$ cat src/rtl/swin_pkg.sv
// Shared types and index-width helpers for the sliding-window write packer.
package swin_pkg;

   // At least one bit, so degenerate sizes (e.g. one lane) still give legal vectors.
   function automatic int idx_w(input int n);
      return (n > 1) ? $clog2(n) : 1;
   endfunction

   localparam int PIX_PER_WORD = 64 / 8;
   localparam int LANE_IDX_W   = idx_w(PIX_PER_WORD);
   localparam int WORD_IDX_W   = idx_w(64);
   localparam int SLOT_IDX_W   = idx_w(8);

   typedef enum logic [0:0] {
      S_FILL = 1'b0,
      S_FULL = 1'b1
   } state_t;

endpackage

$ cat src/rtl/swin_slot_ring.sv
// Line-slot ring bookkeeping: write slot pointer, occupancy counter and
// sticky release-underflow flag.
module swin_slot_ring
   import swin_pkg::*;
#(
   parameter int NUM_LINES = 8
)(
   input  logic                             clk,
   input  logic                             rst,
   input  logic                             line_close,
   input  logic                             line_release,
   output logic [idx_w(NUM_LINES)-1:0]      slot_ptr,
   output logic [$clog2(NUM_LINES+1)-1:0]   lines_used,
   output logic                             fills,
   output logic                             underflow_err
);

   localparam int SLOT_W = idx_w(NUM_LINES);
   localparam int CNT_W  = $clog2(NUM_LINES + 1);

   logic rel_ok;

   // A release on an empty ring is ignored; it only raises the error flag.
   assign rel_ok = line_release && (lines_used != '0);
   assign fills  = line_close && !rel_ok && (lines_used == CNT_W'(NUM_LINES - 1));

   always_ff @(posedge clk or posedge rst) begin
      if (rst) begin
         slot_ptr      <= '0;
         lines_used    <= '0;
         underflow_err <= 1'b0;
      end else begin
         if (line_close)
            slot_ptr <= (slot_ptr == SLOT_W'(NUM_LINES - 1)) ? '0 : slot_ptr + 1'b1;
         if (line_close && !rel_ok)
            lines_used <= lines_used + 1'b1;
         else if (!line_close && rel_ok)
            lines_used <= lines_used - 1'b1;
         if (line_release && (lines_used == '0))
            underflow_err <= 1'b1;
      end
   end

endmodule

$ cat src/rtl/swin_wr_packer.sv
// Write-side front end of the sliding-window line buffer: packs pixels into RAM words.
// Build option: SWIN_WR_ZERO_FILL_EN writes partial words full-width with unused lanes zeroed.
module swin_wr_packer
   import swin_pkg::*;
#(
   parameter int MEM_ADDR_WIDTH    = 9,
   parameter int MEM_WORD_WIDTH    = 64,
   parameter int MEM_WR_MASK_WIDTH = 8,
   parameter int PIX_WIDTH         = 8,
   parameter int LINE_WORDS        = 64,
   parameter int NUM_LINES         = 8
)(
   input  logic                             clk,
   input  logic                             rst,
   input  logic [PIX_WIDTH-1:0]             pix_in,
   input  logic                             pix_valid,
   input  logic                             pix_last,
   output logic                             pix_ready,
   input  logic                             line_release,
   output logic [MEM_ADDR_WIDTH-1:0]        wr_addr,
   output logic [MEM_WORD_WIDTH-1:0]        wr_data,
   output logic [MEM_WR_MASK_WIDTH-1:0]     wr_data_mask,
   output logic                             wr_data_en,
   output logic                             line_done,
   output logic [$clog2(NUM_LINES+1)-1:0]   lines_used,
   output logic                             err
);

   localparam int PPW           = MEM_WORD_WIDTH / PIX_WIDTH;
   localparam int BYTES_PER_PIX = PIX_WIDTH / 8;
   localparam int LANE_W        = idx_w(PPW);
   localparam int WORD_W        = idx_w(LINE_WORDS);
   localparam int SLOT_W        = idx_w(NUM_LINES);

   logic [PIX_WIDTH-1:0]          lane_buf [PPW];
   logic [LANE_W-1:0]             lane_cnt;
   logic [WORD_W-1:0]             word_cnt;
   logic [SLOT_W-1:0]             slot_ptr;
   logic                          ring_fills;
   logic                          ring_err;
   logic                          trunc_err;
   state_t                        state_q;
   state_t                        state_d;
   logic                          pix_ready_q;

   logic                          accept;
   logic                          lane_full;
   logic                          last_word;
   logic                          vld_p0;
   logic                          close_p0;
   logic                          trunc_p0;
   logic [MEM_WORD_WIDTH-1:0]     word_p0;
   logic [MEM_WR_MASK_WIDTH-1:0]  mask_p0;
   logic [MEM_ADDR_WIDTH-1:0]     addr_p0;

   logic                          vld_p1;
   logic                          close_p1;
   logic [MEM_WORD_WIDTH-1:0]     word_p1;
   logic [MEM_WR_MASK_WIDTH-1:0]  mask_p1;
   logic [MEM_ADDR_WIDTH-1:0]     addr_p1;

   // ---- p0: accept, lane merge and flush/close decode
   assign accept    = pix_valid && pix_ready_q;
   assign lane_full = (lane_cnt == LANE_W'(PPW - 1));
   assign last_word = (word_cnt == WORD_W'(LINE_WORDS - 1));
   assign vld_p0    = accept && (lane_full || pix_last);
   assign close_p0  = accept && (pix_last || (lane_full && last_word));
   assign trunc_p0  = accept && lane_full && last_word && !pix_last;
   assign addr_p0   = MEM_ADDR_WIDTH'(slot_ptr) * MEM_ADDR_WIDTH'(LINE_WORDS)
                    + MEM_ADDR_WIDTH'(word_cnt);

   // The flushing pixel is merged combinationally so the write issues one cycle later.
   always_comb begin
      word_p0 = '0;
      for (int k = 0; k < PPW; k++) begin
         word_p0[k*PIX_WIDTH +: PIX_WIDTH] = lane_buf[k];
`ifdef SWIN_WR_ZERO_FILL_EN
         if (LANE_W'(k) > lane_cnt)
            word_p0[k*PIX_WIDTH +: PIX_WIDTH] = '0;
`endif
         if (LANE_W'(k) == lane_cnt)
            word_p0[k*PIX_WIDTH +: PIX_WIDTH] = pix_in;
      end
   end

   always_comb begin
      mask_p0 = '0;
      for (int b = 0; b < MEM_WR_MASK_WIDTH; b++) begin
`ifdef SWIN_WR_ZERO_FILL_EN
         mask_p0[b] = 1'b1;
`else
         mask_p0[b] = (LANE_W'(b / BYTES_PER_PIX) <= lane_cnt);
`endif
      end
   end

   always_ff @(posedge clk) begin
      if (accept)
         lane_buf[lane_cnt] <= pix_in;
   end

   // ---- p1: write-port registers and packing counters
   always_ff @(posedge clk or posedge rst) begin
      if (rst) begin
         vld_p1    <= 1'b0;
         close_p1  <= 1'b0;
         word_p1   <= '0;
         mask_p1   <= '0;
         addr_p1   <= '0;
         lane_cnt  <= '0;
         word_cnt  <= '0;
         trunc_err <= 1'b0;
      end else begin
         vld_p1   <= vld_p0;
         close_p1 <= close_p0;
         if (vld_p0) begin
            word_p1 <= word_p0;
            mask_p1 <= mask_p0;
            addr_p1 <= addr_p0;
         end
         if (accept)
            lane_cnt <= vld_p0 ? '0 : lane_cnt + 1'b1;
         if (close_p0)
            word_cnt <= '0;
         else if (vld_p0)
            word_cnt <= word_cnt + 1'b1;
         if (trunc_p0)
            trunc_err <= 1'b1;
      end
   end

   swin_slot_ring #(
      .NUM_LINES     (NUM_LINES)
   ) u_ring (
      .clk           (clk),
      .rst           (rst),
      .line_close    (close_p0),
      .line_release  (line_release),
      .slot_ptr      (slot_ptr),
      .lines_used    (lines_used),
      .fills         (ring_fills),
      .underflow_err (ring_err)
   );

   always_ff @(posedge clk or posedge rst) begin
      if (rst) begin
         state_q     <= S_FILL;
         pix_ready_q <= 1'b0;
      end else begin
         state_q     <= state_d;
         pix_ready_q <= (state_d == S_FILL);
      end
   end

   always_comb begin
      state_d = state_q;
      case (state_q)
         S_FILL:  if (ring_fills)   state_d = S_FULL;
         S_FULL:  if (line_release) state_d = S_FILL;
         default: state_d = S_FILL;
      endcase
   end

   assign pix_ready    = pix_ready_q;
   assign wr_addr      = addr_p1;
   assign wr_data      = word_p1;
   assign wr_data_mask = mask_p1;
   assign wr_data_en   = vld_p1;
   assign line_done    = close_p1;
   assign err          = trunc_err || ring_err;

endmodule

$ cat config.mk
export PLATFORM = sky130hd
export DESIGN_NAME = swin_wr_packer
export DESIGN_NICKNAME = d
export VERILOG_FILES = /design/src/rtl/swin_pkg.sv /design/src/rtl/swin_slot_ring.sv /design/src/rtl/swin_wr_packer.sv
export SDC_FILE = /design/constraint.sdc
export NUM_CORES = 1
export LEC_CHECK = 0
export ABC_AREA = 1
export ABC_CLOCK_PERIOD_IN_PS = 4500
export CORE_ASPECT_RATIO = 1.75
export CORE_MARGIN = 2
export CORE_UTILIZATION = 58
export CTS_CLUSTER_DIAMETER = 50
export DETAILED_ROUTE_END_ITERATION = 10
export GPL_TIMING_DRIVEN = 0
export PLACE_DENSITY = 0.87
export RECOVER_POWER = 100
export REMOVE_ABC_BUFFERS = 1
export SLEW_MARGIN = 10
export SYNTH_ARGS = -nofsm -noshare
export SYNTH_HDL_FRONTEND = slang
export SYNTH_SLANG_ARGS = --single-unit
$ cat constraint.sdc
create_clock -name clk -period 4.5 [get_ports clk]
set_input_delay 0.45 -clock clk [delete_from_list [all_inputs] [get_ports clk]]
set_output_delay 0.45 -clock clk [all_outputs]
set_load 0.005 [all_outputs]
==> flow_summary.ini, run 1 <==
[sta]
holdWs_ns = 0.466
fmax_ghz = 0.281
setup_slack_ns = 0.935
worstMarginPinSlew_ns = 2.56
setup_violations = 0
grt_setup_unrepaired = no
clock_skew_ns = 0.00643
drv_slew = 80
post-route-period-util_pct = 79.2
max_slew_margin_pct = -71.6
fin_setup_tns_ns = 0
min_period_ns = 3.56
finalHoldViolations = 0

[placement]
place_congestion = 0.860
dp_hpwl_mm = 10.8
io_buffers = 101
place_area_um2 = 8100
pre_cts_ws_ns = 1.18

[yosys]
ys_ff_latch = 167
synth_area_leader_cell = dfrtp_1
netlist_instances = 700
async_reset_ff_share_pct = 61.7
postSynthAreaPerCell_um2 = 9.98
synth-edff-count = 64
synthTopCellsByArea = dfrtp_1 (37%), edfxtp_1 (28%), nand2_1 (11%)
ys_types = 27
yosysTopAreaCellShare_pct = 36.9
syn_area_um2 = 6990
ys_seq_area_share_pct = 64.4
synth_flop_cell = dfrtp_1
yosys_warnings = 0

[hold_path]
holdCritPathClass = reg -> reg

[clock_tree]
cts_tree = yes
cts_sinks = 167
post_cts_buffers = 0
clock_latency_ns = 0.42
cts_hold_buf = 0
cts_root_buffer = clkbuf_16
clk_pin_slew_ns = 0.06
htreeDepth = 4
cts_resized = 0
cts_inserted_buffers = 17
ctsLongestPathBuffers = 2

[job]
maxCapViolCount = 2

[routing]
routed_wirelength_mm = 17.2
routedWlPerCell_um = 18.0
ant_nets = 0
drt_first_iter_violations = 445
drc = 0
num_vias = 5472
dr.pass1.iters = 5
via_per_inst = 5.75

[worst_setup_path]
startpoint_type = flip-flop
crit_buf_inv = 2
cp-end-kind = flip-flop
critical_path.max_fanout = 13
slowest_stage = nor2_1
crit_top_cell = ha_1
cp.arrival_ns = 3.88
cp_cell_sequence = ha_1 > ha_1 > inv_1 > nor2_1 > nand3_1 > nand2_2 > ha_1 > inv_1 > ha_1 > or2_2 > nand3_1 > nand2_1 > nand2_1 > nand2_1
crit_family = simple AND/OR/NAND/NOR gates
crit_required_ns = 4.81
cpPeakStageDelay_ns = 0.63
worstSetupPathType = reg -> reg

[outcome]
violations = max-capacitance violations, max-slew violations
status = finished with violations

[die]
row_count = 53
coreArea_um2 = 11900
pin_count = 102
dieArea_um2 = 13000
start_util_pct = 58.8
dieWidth_um = 87.0
fp.dieH_um = 149

[pwr]
seq_power_share_pct = 45.2
p_int_mw = 3.20
p_sw_mw = 1.27
pwr_density_cell_nw_per_um2 = 517
clkPwrFrac_pct = 32.4
p_sw_share_pct = 28.4
p_leak_nw = 3.94
vdd_drop_max_v = 0.000337
comb_power_share_pct = 22.4

[cells_and_area]
drive_above_1_share_pct = 6.13
synthToLayoutAreaGrowth_pct = 23.8
post-route-cell-area_um2 = 8650
n_fill_cell = 754
nets = 828
diodes = 0

[global_routing]
grt_pass1_wl_mm = 27.5
grt_max_degree = 88
grt_pass1_vias = 5488
overflow = 0
antenna_found_initial = 0
grt_usage_pct = 28.1
==> power by group through the flow <==
stage	Combinational (mW)	Sequential (mW)	Clock, mW
2_1_floorplan	0.496	2.03	0
3_3_place_gp	1.01	2.04	0
3_5_place_dp	1.07	2.05	0
4_1_cts	1.09	2.03	1.45
5_1_grt	1.11	2.05	1.52
6_report	1.00	2.02	1.45
==> routing by layer <==
| layer | up-vias | share of wire [%] | GRT usage, % |
|---|---|---|---|
| li1 | 2481 | - | - |
| met1 | 2647 | 35 | 31.2 |
| met2 | 265 | 54 | 48.6 |
| met3 | 79 | 5.3 | 5.20 |
| met4 | 0 | 5.6 | 17.3 |
| met5 | - | 0 | 0 |
==> area by class of cell <==
cell class	count	area, um^2	share of cell area (%)
well taps	137	171	1.98
repair buffers	104	1070	12.4
clock inverters	10	126	1.46
clock buffers	22	464	5.37
inverters	65	249	2.88
multi-input cells	447	2060	23.9
flip-flops and latches	167	4500	52.0
==> synth_stat cells, types with 5 or more instances <==
cell,instances
buf_2,8
buf_4,9
dfrtp_1,103
edfxtp_1,64
ha_1,12
inv_1,58
inv_2,6
nand2_1,212
nand3_1,34
nand4_1,5
nor2_1,64
nor2_4,8
o21ai_0,54
o21ai_1,40
==> logic make-up after synthesis <==
kind of cell	share of synthesized area, %
AOI/OAI and AO/OA	7.20
buffers and inverters	5.71
DFF	64.4
xor gates and xnor gates	0.251
and+or+nand+nor	20.0
adders and majority gates	2.44
==> worst min-delay path, cell delays in order, from the launching register on <==
cell and delay (ns):
dfrtp_1 0.32, inv_1 0.05, o21ai_0 0.06
==> state kept, by name, summed over array words and instances (netlist names), 3 cells and up <==
| register | count |
|---|---|
| lane_buf | 64 |
| lane_cnt | 3 |
| u_ring.lines_used | 4 |
| u_ring.slot_ptr | 3 |
| word_cnt | 6 |
| wr_addr | 9 |
| wr_data | 64 |
| wr_data_mask | 8 |
==> metrics by stage <==
stage	power (mW)	cells	utilization [%]
after floorplan	2.53	679	-
after global placement	3.04	917	67.5
after detailed placement	3.12	920	68.3
after CTS	4.56	952	73.2
after global routing	4.68	952	72.8
final	4.47	952	72.8
==> cells in the final DEF, fill, tap and decap left out, types with 2 or more instances in the layout <==
master and instances:
nand2_1 212, dfrtp_1 103, dlygate4sd3_1 99, o21ai_0 94, nor2_1 67, edfxtp_1 64, inv_1 57, nand3_1 35
clkbuf_16 17, ha_1 12, nor2_4 6, nand4_1 5, inv_2 5, clkinv_2 5, a21oi_1 4, nand2_2 3
clkbuf_1 3, bufinv_16 3, clkinvlp_2 2, nor3_1 2, xnor2_1 2, clkbuf_8 2, clkdlybuf4s50_1 2, buf_16 2
==> path summary, 6_finish.rpt <==
check                                startpoint                   end  slack, ns  cells past startpoint
max reg2reg                         lane_cnt[1]  u_ring.lines_used[3]       0.94                     14
min reg2reg                u_ring.underflow_err  u_ring.underflow_err       0.47                      2
max in group asynchronous                   rst       wr_data_mask[6]       1.30                      3
min                        u_ring.underflow_err  u_ring.underflow_err       0.47                      2
max                                 lane_cnt[1]  u_ring.lines_used[3]       0.94                     14
min in group asynchronous                   rst           word_cnt[4]       1.20                      2
No activity file was read; power rests on OpenSTA's default activity.
==> run 2: changes to the inputs <==
--- a/config.mk
+++ b/config.mk
@@ -6,14 +6,14 @@
 export NUM_CORES = 1
 export LEC_CHECK = 0
 export ABC_AREA = 1
-export ABC_CLOCK_PERIOD_IN_PS = 4500
+export ABC_CLOCK_PERIOD_IN_PS = 3530
 export CORE_ASPECT_RATIO = 1.75
 export CORE_MARGIN = 2
-export CORE_UTILIZATION = 58
+export CORE_UTILIZATION = 54
 export CTS_CLUSTER_DIAMETER = 50
 export DETAILED_ROUTE_END_ITERATION = 10
 export GPL_TIMING_DRIVEN = 0
-export PLACE_DENSITY = 0.87
+export PLACE_DENSITY = 0.82
 export RECOVER_POWER = 100
 export REMOVE_ABC_BUFFERS = 1
 export SLEW_MARGIN = 10
==> constraint.sdc (replaced) <==
create_clock -name clk -period 3.53 [get_ports clk]
set_input_delay 0.353 -clock clk [delete_from_list [all_inputs] [get_ports clk]]
set_output_delay 0.353 -clock clk [all_outputs]
set_load 0.005 [all_outputs]
==> flow_summary.ini, run 2 (same netlist as run 1, synthesis figures left out) <==
[outcome]
status = finished with violations
violations = max-capacitance violations, max-slew violations

[clock_tree]
clk_pin_slew_ns = 0.06
cts_root_buffer = clkbuf_16
post_cts_buffers = 0
clock_latency_ns = 0.42
cts_resized = 0
cts_tree = yes
htreeDepth = 4
cts_sinks = 167
cts_inserted_buffers = 17
cts_hold_buf = 0
ctsLongestPathBuffers = 2

[sta]
grt_setup_unrepaired = no
clock_skew_ns = 0.00610
fmax_ghz = 0.329
setup_violations = 0
post-route-period-util_pct = 86.1
drv_slew = 64
fin_setup_tns_ns = 0
max_slew_margin_pct = -66.9
worstMarginPinSlew_ns = 2.50
finalHoldViolations = 0
setup_slack_ns = 0.490
min_period_ns = 3.04

[placement]
pre_cts_ws_ns = 0.339
io_buffers = 101
dp_hpwl_mm = 10.5
place_congestion = 0.870

[global_routing]
grt_pass1_vias = 5290
grt_usage_pct = 24.2
grt_max_degree = 88
grt_pass1_wl_mm = 26.2
overflow = 0
antenna_found_initial = 0

[pwr]
p_leak_nw = 3.94
pwr_density_cell_nw_per_um2 = 653
vdd_drop_max_v = 0.000429

[routing]
drc = 0
num_vias = 5291
dr_wl_met3_um = 854
drt_first_iter_violations = 513
drt-met1-wl_mm = 5.93
dr.pass1.iters = 5
ant_nets = 0
routedWlPerCell_um = 16.4
maxUsedRoutingLayer = met4
dr_wl_met2_mm = 8.89
via_per_inst = 5.37
routed_wirelength_mm = 16.2

[worst_setup_path]
cpPeakStageDelay_ns = 0.51
slowest_stage = dfrtp_1
rr_startpoint = lane_cnt[1]
crit_family = simple AND/OR/NAND/NOR gates
cp-end-kind = flip-flop
crit_buf_inv = 2
crit_required_ns = 3.85
r2r.worst_path.cells = 14
crit_cells = 14
crit_start = lane_cnt[1]
cp_cell_sequence = ha_1 > ha_1 > inv_1 > nor2_4 > nand3_2 > nand2_1 > ha_1 > inv_1 > ha_1 > or2_2 > nand3_1 > nand2_1 > nand2_1 > nand2_1
cp.arrival_ns = 3.36
startpoint_type = flip-flop
endpoint = u_ring.lines_used[3]
rrSetupSlack_ns = 0.49
critical_path.max_fanout = 13
worstReg2RegEnd = u_ring.lines_used[3]
worstSetupPathType = reg -> reg

[die]
start_util_pct = 54.6
dieArea_um2 = 13900
row_count = 55
pin_count = 102
dieWidth_um = 90.0
fp.dieH_um = 154
coreArea_um2 = 12800

[cells_and_area]
drive_above_1_share_pct = 6.02
diodes = 0
final_cell_mix = nand2_1 (213), dfrtp_1 (103), dlygate4sd3_1 (99)
synthToLayoutAreaGrowth_pct = 24.4
final_common_cell = nand2_1
nets = 827

[job]
maxCapViolCount = 1

[hold_path]
whs_path_depth = 2
holdCritPathClass = reg -> reg
## run 2: cell types whose count changed in the layout (fill, tap and decap cells not counted), moves of 2 or more
cell | before | now
buf_12 | 0 | 2
nor2_4 | 6 | 8
clkinvlp_2 | 2 | 0
nor2_1 | 67 | 65
clkinv_2 | 5 | 3
buf_16 | 2 | 0
## run 2: worst min path at each step
stage	start	to	slack (ns)
after floorplan	trunc_err	trunc_err	0.43
after global placement	u_ring.underflow_err	u_ring.underflow_err	0.44
after detailed placement	u_ring.underflow_err	u_ring.underflow_err	0.45
after CTS	u_ring.underflow_err	u_ring.underflow_err	0.46
after global routing	u_ring.underflow_err	u_ring.underflow_err	0.48
final	u_ring.underflow_err	u_ring.underflow_err	0.46
## run 2: layout make-up
type,count,area (um^2)
clock buffers,22,464
well taps,171,214
fillers,960,4110
flip-flops and latches,167,4500
inverters,65,249
repair buffers,103,1050
clock inverters,10,128
multi-input cells,447,2080
## run 2: power breakdown
part	leakage [nW]	switching, mW	internal, mW
logic	1.79	0.683	0.571
registers	1.87	0.216	2.36
clock network	0.285	0.704	1.14
## run 2: tightest hold or removal path, cell delays in order, from the launching register on
cell and delay (ns):
dfrtp_1 0.32, inv_1 0.04, o21ai_0 0.06
## run 2: through the flow
| step | cells | power, mW | cell area [um^2] | hold WS (ns) | util [%] |
|---|---|---|---|---|---|
| 2_1_floorplan | 679 | 3.22 | 6830 | 0.427 | - |
| 3_3_place_gp | 951 | 3.88 | 8060 | 0.439 | 63.0 |
| 3_5_place_dp | 953 | 3.96 | 8100 | 0.447 | 63.3 |
| 4_1_cts | 985 | 5.80 | 8690 | 0.462 | 67.9 |
| 5_1_grt | 985 | 5.96 | 8690 | 0.482 | 67.9 |
| 6_report | 985 | 5.68 | 8690 | 0.456 | 67.9 |
## run 2: layer usage
layer  vias to the layer above  global-route usage [%]
li1                       2478                       -
met1                      2565                    27.2
met2                       209                    44.3
met3                        39                    4.19
met4                         0                    11.5
met5                         -                       0
==> run 3: changes to the inputs <==
--- a/config.mk
+++ b/config.mk
@@ -5,15 +5,15 @@
 export SDC_FILE = /design/constraint.sdc
 export NUM_CORES = 1
 export LEC_CHECK = 0
-export ABC_AREA = 1
+export ABC_AREA = 0
 export ABC_CLOCK_PERIOD_IN_PS = 3530
 export CORE_ASPECT_RATIO = 1.75
 export CORE_MARGIN = 2
-export CORE_UTILIZATION = 54
+export CORE_UTILIZATION = 45
 export CTS_CLUSTER_DIAMETER = 50
 export DETAILED_ROUTE_END_ITERATION = 10
 export GPL_TIMING_DRIVEN = 0
-export PLACE_DENSITY = 0.82
+export PLACE_DENSITY = 0.71
 export RECOVER_POWER = 100
 export REMOVE_ABC_BUFFERS = 1
 export SLEW_MARGIN = 10
==> flow_summary.ini, run 3 <==
[worst_setup_path]
worstSetupPathType = reg -> reg
critical_path.max_fanout = 14
cp-end-kind = flip-flop
cp.arrival_ns = 3.50
crit_required_ns = 3.82
crit_top_cell = ha_1
cpPeakStageDelay_ns = 0.51
cp_cell_sequence = ha_1 > ha_1 > nand3_4 > o31ai_4 > ha_1 > inv_1 > ha_1 > or4_1 > o211ai_1 > o211ai_1
crit_family = adder cells
slowest_stage = dfrtp_2
startpoint_type = flip-flop
crit_buf_inv = 1

[global_routing]
grt_max_degree = 67
grt_pass1_wl_mm = 23.8
antenna_found_initial = 0
grt_pass1_vias = 4593
grt_usage_pct = 18.4
overflow = 0

[pwr]
p_int_mw = 4.19
clkPwrFrac_pct = 33.3
p_leak_nw = 3.98
comb_power_share_pct = 21.1
seq_power_share_pct = 45.6
total_power_mw = 5.82
p_sw_share_pct = 28.1
vdd_drop_max_v = 0.000352
pwr_density_cell_nw_per_um2 = 670
p_sw_mw = 1.63

[routing]
routedWlPerCell_um = 17.2
ant_nets = 0
drc = 0
routed_wirelength_mm = 14.3
via_per_inst = 5.29
dr.pass1.iters = 4
drt_first_iter_violations = 156
num_vias = 4410

[clock_tree]
htreeDepth = 4
cts_sinks = 167
clk_pin_slew_ns = 0.07
cts_tree = yes
ctsLongestPathBuffers = 2
cts_hold_buf = 0
clock_latency_ns = 0.42
cts_inserted_buffers = 17
cts_root_buffer = clkbuf_16

[yosys]
synth_mux_area_share_pct = 11.8
synth-edff-count = 64
ys_seq_area_share_pct = 65.6
synthXorXnorAreaFrac_pct = 0.255
synth_compound_area_share_pct = 8.10
netlist_instances = 536
postSynthAreaPerCell_um2 = 12.8
synthSimpleGateAreaFrac_pct = 8.97
synthTopCellsByCount = dfrtp_1 (103), nand2_1 (91), o21ai_0 (72), mux2i_1 (66), edfxtp_1 (64)
synth-adder-area-share_pct = 2.48
yosysTopAreaCellShare_pct = 37.6
syn_area_um2 = 6860
synth_flop_cell = dfrtp_1
synth_top_family_by_area = multiplexers
yosys.cell_count.top_type = dfrtp_1
ys_ff_latch = 167
synthTopCellsByArea = dfrtp_1 (38%), edfxtp_1 (28%), mux2i_1 (9.6%)
async_reset_ff_share_pct = 61.7
yosys_warnings = 0
synth_area_leader_cell = dfrtp_1
ys_types = 40

[sta]
grt_setup_unrepaired = no
setup_violations = 0
drv_slew = 38
clock_skew_ns = 0.0133
min_period_ns = 3.21
post-route-period-util_pct = 91.1
max_slew_margin_pct = -26.4
setup_slack_ns = 0.315
finalHoldViolations = 0
fmax_ghz = 0.311
fin_setup_tns_ns = 0
worstMarginPinSlew_ns = 1.88

[placement]
dp_hpwl_mm = 10.2
pre_cts_ws_ns = -0.654
io_buffers = 101
dp_cells = 797
place_congestion = 0.773
place_area_um2 = 8070

[die]
coreArea_um2 = 14900
dieWidth_um = 97.3
row_count = 59
pin_count = 102
dieArea_um2 = 16300
fp.dieH_um = 167
start_util_pct = 46.0

[cells_and_area]
n_fill_cell = 1250
fin_cells = 833
diodes = 0
post-route-cell-area_um2 = 8690
seq_area_um2 = 4500
synthToLayoutAreaGrowth_pct = 26.7
multi_input_area_um2 = 2160
final_common_cell = dfrtp_1
nets = 663
drive_above_1_share_pct = 10.0
final_cell_mix = dfrtp_1 (100), dlygate4sd3_1 (99), nand2_1 (91)

[outcome]
status = finished with violations
violations = max-capacitance violations, max-slew violations

[hold_path]
holdCritPathClass = reg -> reg

[job]
maxCapViolCount = 1
-- run 3: cell count changes after synthesis, sizes merged, moves of 12 or more --
cell	previous run	this run
nand3	36	9
mux2i	0	66
o21ai	94	77
clkbuf	0	18
mux2	0	12
nand2	215	91
nor2	73	8
inv	65	8
-- run 3: layer usage --
| metal | GRT usage (%) | share of wire (%) |
|---|---|---|
| met1 | 21.7 | 40 |
| met2 | 32.9 | 54 |
| met3 | 3.80 | 3.5 |
| met4 | 6.88 | 2.5 |
| met5 | 0 | 0 |
-- run 3: power groups by stage --
stage          registers [mW]  logic (mW)  clock network [mW]
2_1_floorplan            2.66       0.640                   0
5_1_grt                  2.71        1.38                2.05
4_1_cts                  2.67        1.38                1.97
6_report                 2.65        1.23                1.94
3_5_place_dp             2.71        1.37                   0
3_3_place_gp             2.69        1.33                   0
-- run 3: worst reg2reg max path: stages, from the launching register on --
cell,delay (ns)
dfrtp_2,0.51
ha_1,0.23
ha_1,0.34
nand3_4,0.15
o31ai_4,0.31
ha_1,0.32
inv_1,0.14
ha_1,0.37
or4_1,0.51
o211ai_1,0.11
o211ai_1,0.11
-- run 3: final timing paths --
| check | from | to | slack [ns] | depth (start not counted) |
|---|---|---|---|---|
| max | lane_cnt[1] | u_ring.lines_used[3] | 0.32 | 10 |
| max reg2reg | lane_cnt[1] | u_ring.lines_used[3] | 0.32 | 10 |
| min | u_ring.underflow_err | u_ring.underflow_err | 0.46 | 1 |
| min in group asynchronous | rst | wr_data[35] | 0.87 | 2 |
| min reg2reg | u_ring.underflow_err | u_ring.underflow_err | 0.46 | 1 |
| max in group asynchronous | rst | lane_cnt[0] | 1.65 | 3 |
-- run 3: what timing repair did --
item                       CTS  global route
resized for setup            2             2
pin swaps                    1             0
buffers inserted             1             3
setup endpoints to repair    3             1
-- run 3: metrics by stage --
stage,util (%),hold slack [ns]
floorplan,-,0.420
global placement,53.2,0.444
detailed placement,54.1,0.450
CTS,58.4,0.331
global route,58.3,0.490
finish,58.3,0.461
-- run 3: kinds of logic after synthesis --
family,after synthesis
DFF,167
muxes,78
and+or+nand+nor,133
AOI/OAI and AO/OA,98
xor gates and xnor gates,2
buffers and inverters,45
adders and majority gates,13
-- run 3: layout make-up --
| cell class | instances | share of cell area (%) |
|---|---|---|
| Sequential cell | 167 | 51.8 |
| Multi-Input combinational cell | 324 | 24.9 |
| Timing Repair Buffer | 119 | 13.1 |
| Clock buffer | 18 | 5.05 |
| Tap cell | 183 | 2.63 |
| Clock inverter | 14 | 2.14 |
| Inverter | 8 | 0.360 |
